$ cat config.mk
export PLATFORM = sky130hd
export DESIGN_NAME = uart_resp_tx
export DESIGN_NICKNAME = d
export VERILOG_FILES = /design/src/rtl/uart_regfile_pkg.sv /design/src/rtl/uart_resp_tx.sv
export SDC_FILE = /design/constraint.sdc
export NUM_CORES = 1
export LEC_CHECK = 0
export CAP_MARGIN = 40
export CORE_MARGIN = 2
export CORE_UTILIZATION = 45
export CTS_CLUSTER_SIZE = 30
export DETAILED_ROUTE_END_ITERATION = 8
export HOLD_SLACK_MARGIN = 0.1
export PLACE_DENSITY = 0.71
export SYNTH_ARGS = -nofsm -noshare
export SYNTH_HDL_FRONTEND = slang
export SYNTH_SLANG_ARGS = --single-unit
export TNS_END_PERCENT = 1
$ cat constraint.sdc
create_clock -name clk -period 2 [get_ports clk]
set_clock_uncertainty 0.05 [all_clocks]
set_input_delay 0.4 -clock clk [delete_from_list [all_inputs] [get_ports clk]]
set_output_delay 0.4 -clock clk [all_outputs]
set_load 0.02 [all_outputs]
$ cat src/rtl/uart_regfile_pkg.sv
// Shared definitions for the register-file response path: the ASCII frame
// characters, the error codes, the transmit FSM state encoding and the
// frame record used for both the active and the pending response.
package uart_regfile_pkg;

  // Frame characters
  localparam logic [7:0] CH_K  = 8'h4B;  // 'K' write acknowledged
  localparam logic [7:0] CH_D  = 8'h44;  // 'D' read data
  localparam logic [7:0] CH_E  = 8'h45;  // 'E' command rejected
  localparam logic [7:0] CH_LF = 8'h0A;  // frame terminator

  // Error codes carried in ERR frames
  localparam logic [7:0] ERR_UNKNOWN_CMD = 8'h01;
  localparam logic [7:0] ERR_BAD_ADDR    = 8'h02;

  // Transmit FSM: ARG2 is only visited by DATA frames
  typedef enum logic [2:0] {
    ST_IDLE = 3'd0,
    ST_HDR  = 3'd1,
    ST_ARG1 = 3'd2,
    ST_ARG2 = 3'd3,
    ST_TERM = 3'd4
  } state_t;

  typedef enum logic [1:0] {
    FR_OK   = 2'd0,
    FR_DATA = 2'd1,
    FR_ERR  = 2'd2
  } frame_kind_t;

  // One captured response. arg1 is the address (OK/DATA) or the error
  // code (ERR); arg2 is the read data byte and only meaningful for DATA.
  typedef struct packed {
    frame_kind_t kind;
    logic [7:0]  arg1;
    logic [7:0]  arg2;
  } frame_t;

  // Header character that opens a frame of the given kind
  function automatic logic [7:0] header_char(input frame_kind_t kind);
    logic [7:0] ch;
    case (kind)
      FR_DATA: ch = CH_D;
      FR_ERR:  ch = CH_E;
      default: ch = CH_K;
    endcase
    return ch;
  endfunction

endpackage

$ cat src/rtl/uart_resp_tx.sv
// Serialises register-file responses (OK / DATA / ERR) into short ASCII
// frames offered byte-by-byte to a UART transmitter over a valid/ready
// handshake. One response can be queued behind the frame in flight;
// anything beyond that is dropped and flagged on the sticky overflow.
module uart_resp_tx
  import uart_regfile_pkg::*;
(
  input  logic       clk,
  input  logic       rst,
  input  logic       resp_ok,
  input  logic       resp_data,
  input  logic       resp_err,
  input  logic [7:0] resp_addr,
  input  logic [7:0] resp_data_byte,
  input  logic [7:0] resp_err_code,
  output logic [7:0] tx_byte,
  output logic       tx_valid,
  input  logic       tx_ready,
  output logic       busy,
  output logic       overflow
);

  state_t     state_reg;
  frame_t     active_reg;
  frame_t     pending_reg;
  logic       pending_valid_reg;
  logic [7:0] tx_byte_reg;
  logic       tx_valid_reg;
  logic       overflow_reg;

  logic       new_pulse;
  frame_t     new_frame;
  logic       xfer;

  assign new_pulse = resp_ok | resp_data | resp_err;
  assign xfer      = tx_valid_reg & tx_ready;

  // Capture the incoming response, resolving simultaneous pulses err > data > ok
  always_comb begin
    new_frame.kind = FR_OK;
    new_frame.arg1 = resp_addr;
    new_frame.arg2 = 8'h00;
    if (resp_err) begin
      new_frame.kind = FR_ERR;
      new_frame.arg1 = resp_err_code;
    end else if (resp_data) begin
      new_frame.kind = FR_DATA;
      new_frame.arg2 = resp_data_byte;
    end
  end

  // Frame sequencer: advances one byte per accepted transfer, chains the
  // pending or a coincident new frame straight after the terminator, and
  // queues/drops responses that arrive while a frame is in flight
  always_ff @(posedge clk) begin
    if (rst) begin
      state_reg         <= ST_IDLE;
      active_reg        <= '0;
      pending_reg       <= '0;
      pending_valid_reg <= 1'b0;
      tx_byte_reg       <= 8'h00;
      tx_valid_reg      <= 1'b0;
      overflow_reg      <= 1'b0;
    end else begin
      case (state_reg)
        ST_IDLE: begin
          // The pending slot is always empty here, so a pulse starts a frame
          if (new_pulse) begin
            active_reg   <= new_frame;
            state_reg    <= ST_HDR;
            tx_byte_reg  <= header_char(new_frame.kind);
            tx_valid_reg <= 1'b1;
          end
        end

        default: begin
          if (xfer) begin
            case (state_reg)
              ST_HDR: begin
                state_reg   <= ST_ARG1;
                tx_byte_reg <= active_reg.arg1;
              end
              ST_ARG1: begin
                if (active_reg.kind == FR_DATA) begin
                  state_reg   <= ST_ARG2;
                  tx_byte_reg <= active_reg.arg2;
                end else begin
                  state_reg   <= ST_TERM;
                  tx_byte_reg <= CH_LF;
                end
              end
              ST_ARG2: begin
                state_reg   <= ST_TERM;
                tx_byte_reg <= CH_LF;
              end
              ST_TERM: begin
                if (pending_valid_reg) begin
                  // Queued frame goes next; a coincident pulse refills the slot
                  active_reg        <= pending_reg;
                  state_reg         <= ST_HDR;
                  tx_byte_reg       <= header_char(pending_reg.kind);
                  pending_valid_reg <= new_pulse;
                  if (new_pulse) begin
                    pending_reg <= new_frame;
                  end
                end else if (new_pulse) begin
                  // Coincident pulse becomes the active frame without a bubble
                  active_reg  <= new_frame;
                  state_reg   <= ST_HDR;
                  tx_byte_reg <= header_char(new_frame.kind);
                end else begin
                  state_reg    <= ST_IDLE;
                  tx_byte_reg  <= 8'h00;
                  tx_valid_reg <= 1'b0;
                end
              end
              default: begin
                state_reg    <= ST_IDLE;
                tx_byte_reg  <= 8'h00;
                tx_valid_reg <= 1'b0;
              end
            endcase
          end

          // Pulses not consumed by a terminator hand-off go to the slot or are lost
          if (new_pulse && !(xfer && (state_reg == ST_TERM))) begin
            if (!pending_valid_reg) begin
              pending_reg       <= new_frame;
              pending_valid_reg <= 1'b1;
            end else begin
              overflow_reg <= 1'b1;
            end
          end
        end
      endcase
    end
  end

  assign tx_byte  = tx_byte_reg;
  assign tx_valid = tx_valid_reg;
  assign busy     = (state_reg != ST_IDLE) || pending_valid_reg;
  assign overflow = overflow_reg;

endmodule
==> run metrics, run 1 <==
status complete, no violations; Setup crit end kind flop; area leader, netlist dfxtp_1; initial DRC count approximately 180; Total GRT Usage approximately a quarter; antenna cell count 0; Netlist cell types 50; CTS tree done; area grow syn2layout 31.0%; DIE WIDTH between 70 and 80 um; Skew-Pair Late Insertion Delay roughly 0.3 ns; Root Driver clkbuf_8; top-level port count between 40 and 50; Post-Route WL 6960 um; Die Y about 80 um; FF+latch count, synth 50; Tcrit/Tclk final approximately 95%; sw frac 31.4%; WS Path Type reg2reg; Final GP Congestion 0.903; top post-synthesis cells by area dfxtp_1, o2bb2ai_1, a21oi_1; initial antenna violation count 0; Required @ worst endpoint ~2.2 ns; crit path DAT 2.05 ns; DRT Pass-1 Iters 5; Comb pwr share 29.1%; Peak supply drop approximately 460 uV; switching pwr between 700 and 800 uW; Hold Crit Class reg2reg; pwr dens 739 nW/um^2; Post-DP HPWL 5230 um; minimum clock period 1.90 ns; Top FF cell, synth dfxtp_1; CTS sink count 50; Starting Density between 40 and 50%; Mapped Area ~2500 sq um; Clock Tree Buf Depth 2; Tot Pwr 2.43 mW; Cell Rows 27; vias in the first global route about 2400; Synth async-reset ratio 0%; post-synth net total ~320; Mapped Avg Cell Area 8.85 sq um; die area 6200 sq um; most common cell after layout, fill and taps aside dfxtp_1; relative max-transition margin a little over two thirds; core footprint ~5400 sq um; H-tree Lvls 2; # DRC 0; Pint around 1.7 mW; DR vias/cell between 5 and 6; Worst-path clk slew around 0.090 ns; GR Overflow Total 0; first-pass GRT wire length 11400 um; fmax ~530 MHz; setup tns final 0 ns; Post-Synthesis Cells between 200 and 300; Reg2Reg Depth 5; clock share of power roughly 23%; hold depth 1; LEAKAGE about 1.3 nW; setup repair bufs after CTS 0; TritonCTS buffer count 5; worst-margin pin slew between 0.4 and 0.5 ns; Port Buffers 40; number of flops mapped to enable cells by yosys 0; most frequent cells in the layout dfxtp_1, clkdlybuf4s50_1, buf_4; filler cell count a little under 500; MaxCap Viol Count 0; RSZ-0062 raised after global routing false; Synth top area share 39.8%; Nets 379; pin count of the biggest net entering global routing 35; synth warn 0; CP startpoint kind flop; Pins Over Slew Limit 0; register area share after synthesis between 30% and 40%; final setup fails 0; layout cells sized above 1 around 15%; Seq pwr share 47.9%; Final Hold Viols 0; Worst Path Max Fanout 14; via count 2410; per-cell routed wire length 16.6 um; ANT nets after route 0
[cell families (layout without fill, tap and decap cells)]
logic type,after synthesis,after routing,synth area share (%)
AOI/OAI and AO/OA,115,115,34.2
muxes,8,8,3.19
DFF,50,50,39.8
adders and majority gates,1,1,0.498
and+or+nand+nor,78,78,16.4
buffers and inverters,32,96,5.83
[what timing repair did]
item                       in CTS  in global routing
gates resized for setup         2                  2
setup endpoints to repair       1                  2
hold buffers                    0                  0
[metal layers]
metal | up-vias | track usage (%) | wire length [um]
li1 | 1200 | - | -
met1 | 1137 | 30.9 | 3160
met2 | 61 | 40.2 | 3390
met3 | 12 | 3.18 | 274
met4 | 0 | 7.37 | 133
met5 | - | 0 | 0
[final timing paths]
check	slack [ns]	startpoint	end
worst max-delay path	0.10	state_reg[2]$_SDFFE_PP0P_	tx_byte[2]$_SDFFE_PP0P_
worst min-delay path	0.42	active_reg[13]$_SDFFE_PP0P_	active_reg[13]$_SDFFE_PP0P_
worst max register to register	0.10	state_reg[2]$_SDFFE_PP0P_	tx_byte[2]$_SDFFE_PP0P_
worst min register to register	0.42	active_reg[13]$_SDFFE_PP0P_	active_reg[13]$_SDFFE_PP0P_
[power groups by stage]
stage	Combinational [mW]	Sequential [mW]	Clock [mW]
floorplan	0.388	1.18	0
global placement	0.697	1.18	0
detailed placement	0.701	1.18	0
CTS	0.706	1.16	0.568
global route	0.768	1.17	0.607
finish	0.707	1.16	0.561
[stage by stage]
stage / utilization (%) / hold WS (ns) / setup slack [ns] / std cells / instance area [sq um]
2_1_floorplan: - / 0.374 / 0.229 / 284 / 2510
3_3_place_gp: 58.8 / 0.396 / -0.146 / 413 / 3200
3_5_place_dp: 58.8 / 0.398 / -0.152 / 413 / 3200
4_1_cts: 60.4 / 0.424 / 0.00716 / 420 / 3290
5_1_grt: 60.5 / 0.434 / 0.00422 / 420 / 3290
6_report: 60.5 / 0.421 / 0.101 / 420 / 3290
[synthesized netlist by cell type (2+ instances only)]
library cell and instances:
a221oi_1 2, nand2_1 19, o211ai_1 9, nor3_1 2, inv_1 12, o22ai_1 3
buf_2 6, a21oi_1 31, buf_6 2, dfxtp_1 50, or3_1 2, a22oi_1 6
clkbuf_1 10, nor3_4 2, o2bb2ai_1 22, nand2b_1 4, nand3b_1 8, and2_1 2
o211a_1 9, nor3b_1 3, mux2i_1 8, o32ai_1 11, a211oi_1 2, nor2_1 28
o21ai_0 5, nor2b_1 2
[worst max-delay path, cell delays in order (launching register included)]
cell and delay (ns):
dfxtp_1 0.36, buf_4 0.20, or3_1 0.44, o21ai_1 0.33, nor2_1 0.15, a22o_1 0.26
[final cells by class]
| type | instances | area (sq um) | area share, % |
|---|---|---|---|
| clock buffer | 6 | 72.6 | 2.21 |
| clock inverter | 1 | 7.51 | 0.228 |
| inverter | 13 | 48.8 | 1.48 |
| multi-input combinational | 202 | 1370 | 41.6 |
| sequential | 50 | 1000 | 30.5 |
| tap | 72 | 90.1 | 2.74 |
| timing repair buffer | 76 | 698 | 21.2 |
(Power assumes the default switching activity.)
==> inputs of run 2 (changes only) <==
--- a/config.mk
+++ b/config.mk
@@ -11,7 +11,7 @@
 export CTS_CLUSTER_SIZE = 30
 export DETAILED_ROUTE_END_ITERATION = 8
 export HOLD_SLACK_MARGIN = 0.1
-export PLACE_DENSITY = 0.71
+export PLACE_DENSITY = 0.74
 export SYNTH_ARGS = -nofsm -noshare
 export SYNTH_HDL_FRONTEND = slang
 export SYNTH_SLANG_ARGS = --single-unit
==> run 2 against run 1 <==
Net effect: sequential share of layout area down 0.42 points; count of clock-buffer cells in the layout grew 1; global-route usage up 1.1 points; non-clock buffer count up 3; flip-flop and latch count unchanged; die area unchanged; critical path depth did not move; hold slack gained 0.0021 ns; via count grew 2.7%; highest routed layer unchanged.
==> run metrics, run 2 (synthesis results as in run 1) <==
status complete, no violations; Total GRT Usage 24.7% (+1.1 points); MaxCap Viol Count 0 (unchanged); DR top layer met4; Pins Over Slew Limit 0 (unchanged); crit path cell chain clkdlybuf4s50_1 -> or4b_1 -> a21oi_1 -> o311ai_0 -> a21oi_1; worst-margin pin slew 0.547 ns (+0.0975 ns); Final Worst Setup Slack 0.0836 ns (-0.0171 ns); core footprint 5440 sq um (unchanged); Post-Route WL 7020 um (+0.82%); Pint 1.80 mW (+8.0%); switching pwr 780 uW (+2.1%); final instance area 3330 sq um (+1.1%); TritonCTS buffer count 5 (unchanged); Worst path most repeated cell a21oi_1; filler cell count 479 (-3.0%); antenna cell count 0 (unchanged); Buf/Inv on CP 1 (unchanged); Place WS -0.203 ns (-0.0512 ns); Nets 382 (+0.79%); Starting Density 46.2% (unchanged); initial DRC count 191 (+7.9%); vias in the first global route 2400 (+1.5%); pwr dens 776 nW/um^2 (+4.9%); DRT Pass-1 Iters 4 (-1); CTS tree done; final setup fails 0 (unchanged); DP Area 3220 sq um (+0.47%); relative max-transition margin 63.4% (-6.2 points); fmax 522 MHz (-0.89%); top-level port count 41 (unchanged); setup tns final 0 ns (unchanged); FF-to-FF End tx_byte[1]$_SDFFE_PP0P_; final core utilization 61.2% (+0.69 points); CP startpoint kind input pin; GR Overflow Total 0 (unchanged); Clock Tree Buf Depth 2 (unchanged); Post-DP HPWL 5130 um (-1.9%); min-delay src tx_byte[5]$_SDFFE_PP0P_; Cell Rows 27 (unchanged); Port Buffers 40 (unchanged); placed cell count 415 (+0.48%); Skew-Pair Late Insertion Delay 0.31 ns (about the same); crit path DAT 2.10 ns (+0.05 ns); most common cell after layout, fill and taps aside dfxtp_1; wire length on met3 250 um (-8.8%); Peak supply drop 381 uV (-17%); Required @ worst endpoint 2.19 ns (+0.04 ns); WL met2 3240 um (-4.5%); ANT nets after route 0 (unchanged); die area 6200 sq um (unchanged); Seq pwr share 45.0% (-2.9 points); Reg2Reg Launch Point state_reg[1]$_SDFFE_PP0P_; Setup crit end kind flop; Worst Path Max Fanout 6 (-8); Hold Crit Class reg2reg; Finished Layout Cells 424 (+0.95%); minimum clock period 1.92 ns (+0.0171 ns); Root Driver clkbuf_8; Die Y 78.7 um (unchanged); sw frac 30.2% (-1.2 points); LEAKAGE 1.30 nW (+1.7%); Tcrit/Tclk final 95.8% (+0.85 points); H-tree Lvls 2 (unchanged); DIE WIDTH 78.7 um (unchanged); hold depth 1 (unchanged); area grow syn2layout 32.5%; layout cells sized above 1 15.1% (-0.17 points); # hold bufs at CTS 0 (unchanged); # DRC 0 (unchanged); Final GP Congestion 0.983 (+8.8%); Hold EP tx_byte[5]$_SDFFE_PP0P_; pin count of the biggest net entering global routing 35 (unchanged); R2R setup slack 0.15 ns (+0.05 ns); CP top delay family compound AO/OA/AOI/OAI gates; DR vias/cell 5.83 (+1.7%); via count 2474 (+2.7%); WS Path Type in2reg; first-pass GRT wire length 12000 um (+5.3%); Slowest-stage cell, CP or4b_1; WL met1 3260 um (+3.1%); Reg2Reg Depth 5 (unchanged); CTS sink count 50 (unchanged); most frequent cells in the layout dfxtp_1, clkdlybuf4s50_1, buf_4; initial antenna violation count 0 (unchanged); RSZ-0062 raised after global routing false; Final Hold Viols 0 (unchanged); Comb pwr share 27.4% (-1.7 points); CP max stage delay 0.55 ns (+0.11 ns); Worst-path clk slew 0.09 ns (about the same); clock share of power 27.6% (+4.5 points); per-cell routed wire length 16.6 um (-0.13%)
-- run 2: changes by cell type in the layout (fill, tap and decap cells not counted), sizes merged --
cell,before,now
buf,36,39
bufinv,0,1
clkbuf,6,7
clkinvlp,1,0
dlygate4sd2,0,1
dlymetal6s2s,1,0
-- run 2: layout make-up --
cell class	instances	area, sq um	share of cell area, %
Clock buffer	7	76.3	2.29
Clock inverter	1	30.0	0.902
Inverter	13	48.8	1.47
Multi-Input combinational cell	202	1370	41.0
Sequential cell	50	1000	30.1
Tap cell	72	90.1	2.71
Timing Repair Buffer	79	717	21.5
-- run 2: how the worst max path moves through the flow --
stage / depth (start not counted) / to / start
final: 5 / tx_byte[1]$_SDFFE_PP0P_ / resp_data
after global routing: 4 / tx_byte[6]$_SDFFE_PP0P_ / state_reg[1]$_SDFFE_PP0P_
after CTS: 5 / tx_byte[1]$_SDFFE_PP0P_ / resp_data
after detailed placement: 5 / tx_byte[1]$_SDFFE_PP0P_ / resp_data
after global placement: 6 / active_reg[5]$_SDFFE_PP0P_ / resp_data
after floorplan: 5 / pending_reg[0]$_SDFFE_PP0P_ / tx_valid$_SDFFE_PP0P_
-- run 2: worst reg2reg max path: stages (launching register included) --
cell	delay, ns
dfxtp_1	0.48
or2_1	0.33
buf_4	0.19
a21oi_1	0.06
o311ai_0	0.49
a21oi_1	0.13
-- run 2: metrics by stage --
step | hold WS [ns] | power (mW)
final | 0.423 | 2.58
after global placement | 0.397 | 1.88
after CTS | 0.425 | 2.58
after floorplan | 0.374 | 1.57
after detailed placement | 0.398 | 1.88
after global routing | 0.442 | 2.71
-- run 2: metal layers --
metal	vias to the layer above	GRT usage [%]
li1	1207	-
met1	1177	33.7
met2	70	37.9
met3	20	3.52
met4	0	12.6
met5	-	0
-- run 2: power groups by stage --
stage	Sequential, mW	Clock, mW	Combinational, mW
final	1.16	0.711	0.708
after global routing	1.17	0.764	0.774
after CTS	1.16	0.719	0.703
after detailed placement	1.18	0	0.702
after global placement	1.18	0	0.698
after floorplan	1.18	0	0.388
-- run 2: timing repair --
item	in CTS	in global routing
setup buffers	0	1
setup endpoints to repair	1	1
gates resized for setup	1	0
pin swaps	0	1
==> inputs of run 3 (changes only) <==
--- a/config.mk
+++ b/config.mk
@@ -7,11 +7,11 @@
 export LEC_CHECK = 0
 export CAP_MARGIN = 40
 export CORE_MARGIN = 2
-export CORE_UTILIZATION = 45
+export CORE_UTILIZATION = 35
 export CTS_CLUSTER_SIZE = 30
 export DETAILED_ROUTE_END_ITERATION = 8
 export HOLD_SLACK_MARGIN = 0.1
-export PLACE_DENSITY = 0.74
+export PLACE_DENSITY = 0.61
 export SYNTH_ARGS = -nofsm -noshare
 export SYNTH_HDL_FRONTEND = slang
 export SYNTH_SLANG_ARGS = --single-unit
==> run 3 against run 2 <==
Net effect: highest routed layer unchanged; first-iteration DRC count fell by 27%; combinational power shrank 0.6%; non-clock buffer count fell by 2; sequential share of layout area shrank 0.24 points; core utilization fell by 12 points; critical path depth fell by 4; clock power up 3.8%; count of clock-buffer cells in the layout decreased by 1; flip-flop and latch count unchanged; via count fell by 3.0%.
==> run metrics, run 3 (synthesis results as in run 1) <==
Worst-path clk slew 0.09 ns (about the same); clock share of power 28.4% (+0.8 points); R2R setup slack 0.20 ns (+0.05 ns); sw frac 29.8% (-0.44 points); Seq pwr share 44.6% (-0.4 points); Setup crit end kind output pin; initial DRC count 140 (-27%); CP top delay family buffers and inverters; Cell Rows 30 (+11%); filler cell count 651 (+36%); Peak supply drop 329 uV (-14%); pwr dens 774 nW/um^2 (-0.16%); Total GRT Usage 19.2% (-5.4 points); # hold bufs at CTS 0 (unchanged); LEAKAGE 1.30 nW (+0.39%); CTS tree done; GR Overflow Total 0 (unchanged); Required @ worst endpoint 1.55 ns (-0.64 ns); DRT Pass-1 Iters 4 (unchanged); Nets 380 (-0.52%); Final GP Congestion 0.866 (-12%); CTS sink count 50 (unchanged); Slowest-stage cell, CP clkdlybuf4s50_1; CP startpoint kind flop; MaxCap Viol Count 0 (unchanged); layout cells sized above 1 16.0% (+0.99 points); core footprint 6870 sq um (+26%); most common cell after layout, fill and taps aside dfxtp_1; Pint 1.83 mW (+1.5%); CP max stage delay 0.64 ns (+0.09 ns); per-cell routed wire length 15.9 um (-3.9%); ANT nets after route 0 (unchanged); Final Hold Viols 0 (unchanged); pin count of the biggest net entering global routing 35 (unchanged); Reg area 1000 sq um (+0.25%); Root Driver clkbuf_8; Skew-Pair Late Insertion Delay 0.30 ns (about the same); top-level port count 41 (unchanged); DR vias/cell 5.40 (-7.5%); final setup fails 0 (unchanged); Pins Over Slew Limit 0 (unchanged); die area 7870 sq um (+27%); Clock Tree Buf Depth 2 (unchanged); placed cell count 438 (+5.5%); Worst Path Max Fanout 6 (unchanged); Port Buffers 40 (unchanged); via count 2401 (-3.0%); final core utilization 49.0% (-12 points); vias in the first global route 2354 (-1.9%); TritonCTS buffer count 5 (unchanged); status complete, no violations; switching pwr 776 uW (-0.58%); WS Path Type reg2out; fmax 546 MHz (+4.7%); initial antenna violation count 0 (unchanged); RSZ-0062 raised after global routing false; antenna cell count 0 (unchanged); Die Y 88.7 um (+13%); H-tree Lvls 2 (unchanged); relative max-transition margin 58.7% (-4.7 points); first-pass GRT wire length 11700 um (-2.7%); Post-DP HPWL 5270 um (+2.6%); Starting Density 36.6% (-9.6 points); Post-Route WL 7080 um (+0.81%); crit path cell chain clkdlybuf4s50_1; Comb pwr share 27.0% (-0.4 points); DIE WIDTH 88.7 um (+13%); setup repair bufs after CTS 0 (unchanged); Buf/Inv on CP 1 (unchanged); minimum clock period 1.83 ns (-0.0856 ns); Hold Crit Class reg2reg; setup tns final 0 ns (unchanged); # DRC 0 (unchanged); crit path DAT 1.38 ns (-0.72 ns); Tcrit/Tclk final 91.5% (-4.3 points); area grow syn2layout 33.9%; most frequent cells in the layout dfxtp_1, clkdlybuf4s50_1, buf_4; Finished Layout Cells 445 (+5.0%); worst-margin pin slew 0.617 ns (+0.0698 ns); area occupied by multi-input gates 1370 sq um (+0.55%)
run 3: cell count changes in the layout (fill, tap and decap cells not counted):
cell,before,now
nor2_2,0,1
nor3_2,1,2
buf_4,37,35
dlymetal6s2s_1,0,1
clkbuf_8,5,6
dfxtp_2,0,2
clkbuf_1,2,0
dlygate4sd2_1,1,0
dfxtp_1,50,48
nor2_1,28,27
nor3_1,2,1
run 3: area by class of cell:
class | count | area share, %
Tap cell | 96 | 3.57
Multi-Input combinational cell | 202 | 40.8
Timing Repair Buffer | 77 | 21.0
Inverter | 13 | 1.45
Clock inverter | 1 | 0.893
Sequential cell | 50 | 29.8
Clock buffer | 6 | 2.46
run 3: worst register-to-register path, stage by stage, from the launching register on:
cell and delay [ns]:
dfxtp_2 0.39, or2_1 0.30, buf_4 0.18, nor3_2 0.31, buf_4 0.23, o211ai_1 0.10, o211a_1 0.13
run 3: final timing paths:
kind	startpoint	endpoint	depth (start not counted)
worst min-delay path	tx_byte[4]$_SDFFE_PP0P_	tx_byte[4]$_SDFFE_PP0P_	1
worst min register to register	tx_byte[4]$_SDFFE_PP0P_	tx_byte[4]$_SDFFE_PP0P_	1
worst max-delay path	tx_valid$_SDFFE_PP0P_	tx_valid	1
worst max register to register	state_reg[0]$_SDFFE_PP0P_	pending_reg[8]$_SDFFE_PP0P_	6
run 3: stage by stage:
step | hold slack (ns) | power (mW) | area [sq um] | setup slack (ns)
floorplan | 0.374 | 1.57 | 2510 | 0.229
CTS | 0.424 | 2.62 | 3360 | 0.0114
global route | 0.443 | 2.74 | 3360 | 0.0512
detailed placement | 0.397 | 1.88 | 3240 | -0.129
finish | 0.418 | 2.60 | 3360 | 0.169
global placement | 0.400 | 1.88 | 3240 | -0.102
run 3: timing repair:
| action | in CTS | in global routing |
|---|---|---|
| pin swaps | 0 | 0 |
| resized for setup | 3 | 2 |
| setup endpoints to repair | 1 | 5 |
run 3: power groups by stage:
| stage | clock, mW | sequential [mW] | combinational (mW) |
|---|---|---|---|
| 2_1_floorplan | 0 | 1.18 | 0.388 |
| 3_5_place_dp | 0 | 1.18 | 0.703 |
| 5_1_grt | 0.793 | 1.18 | 0.775 |
| 3_3_place_gp | 0 | 1.18 | 0.697 |
| 6_report | 0.738 | 1.16 | 0.704 |
| 4_1_cts | 0.747 | 1.16 | 0.706 |
run 3: layer usage:
metal  vias to the layer above  track usage [%]  routed length [um]
met3                         7             2.80                 379
met5                         -                0                   0
met1                      1125             26.4                3280
met4                         0             5.37                  78
li1                       1204                -                   -
met2                        65             31.5                3340
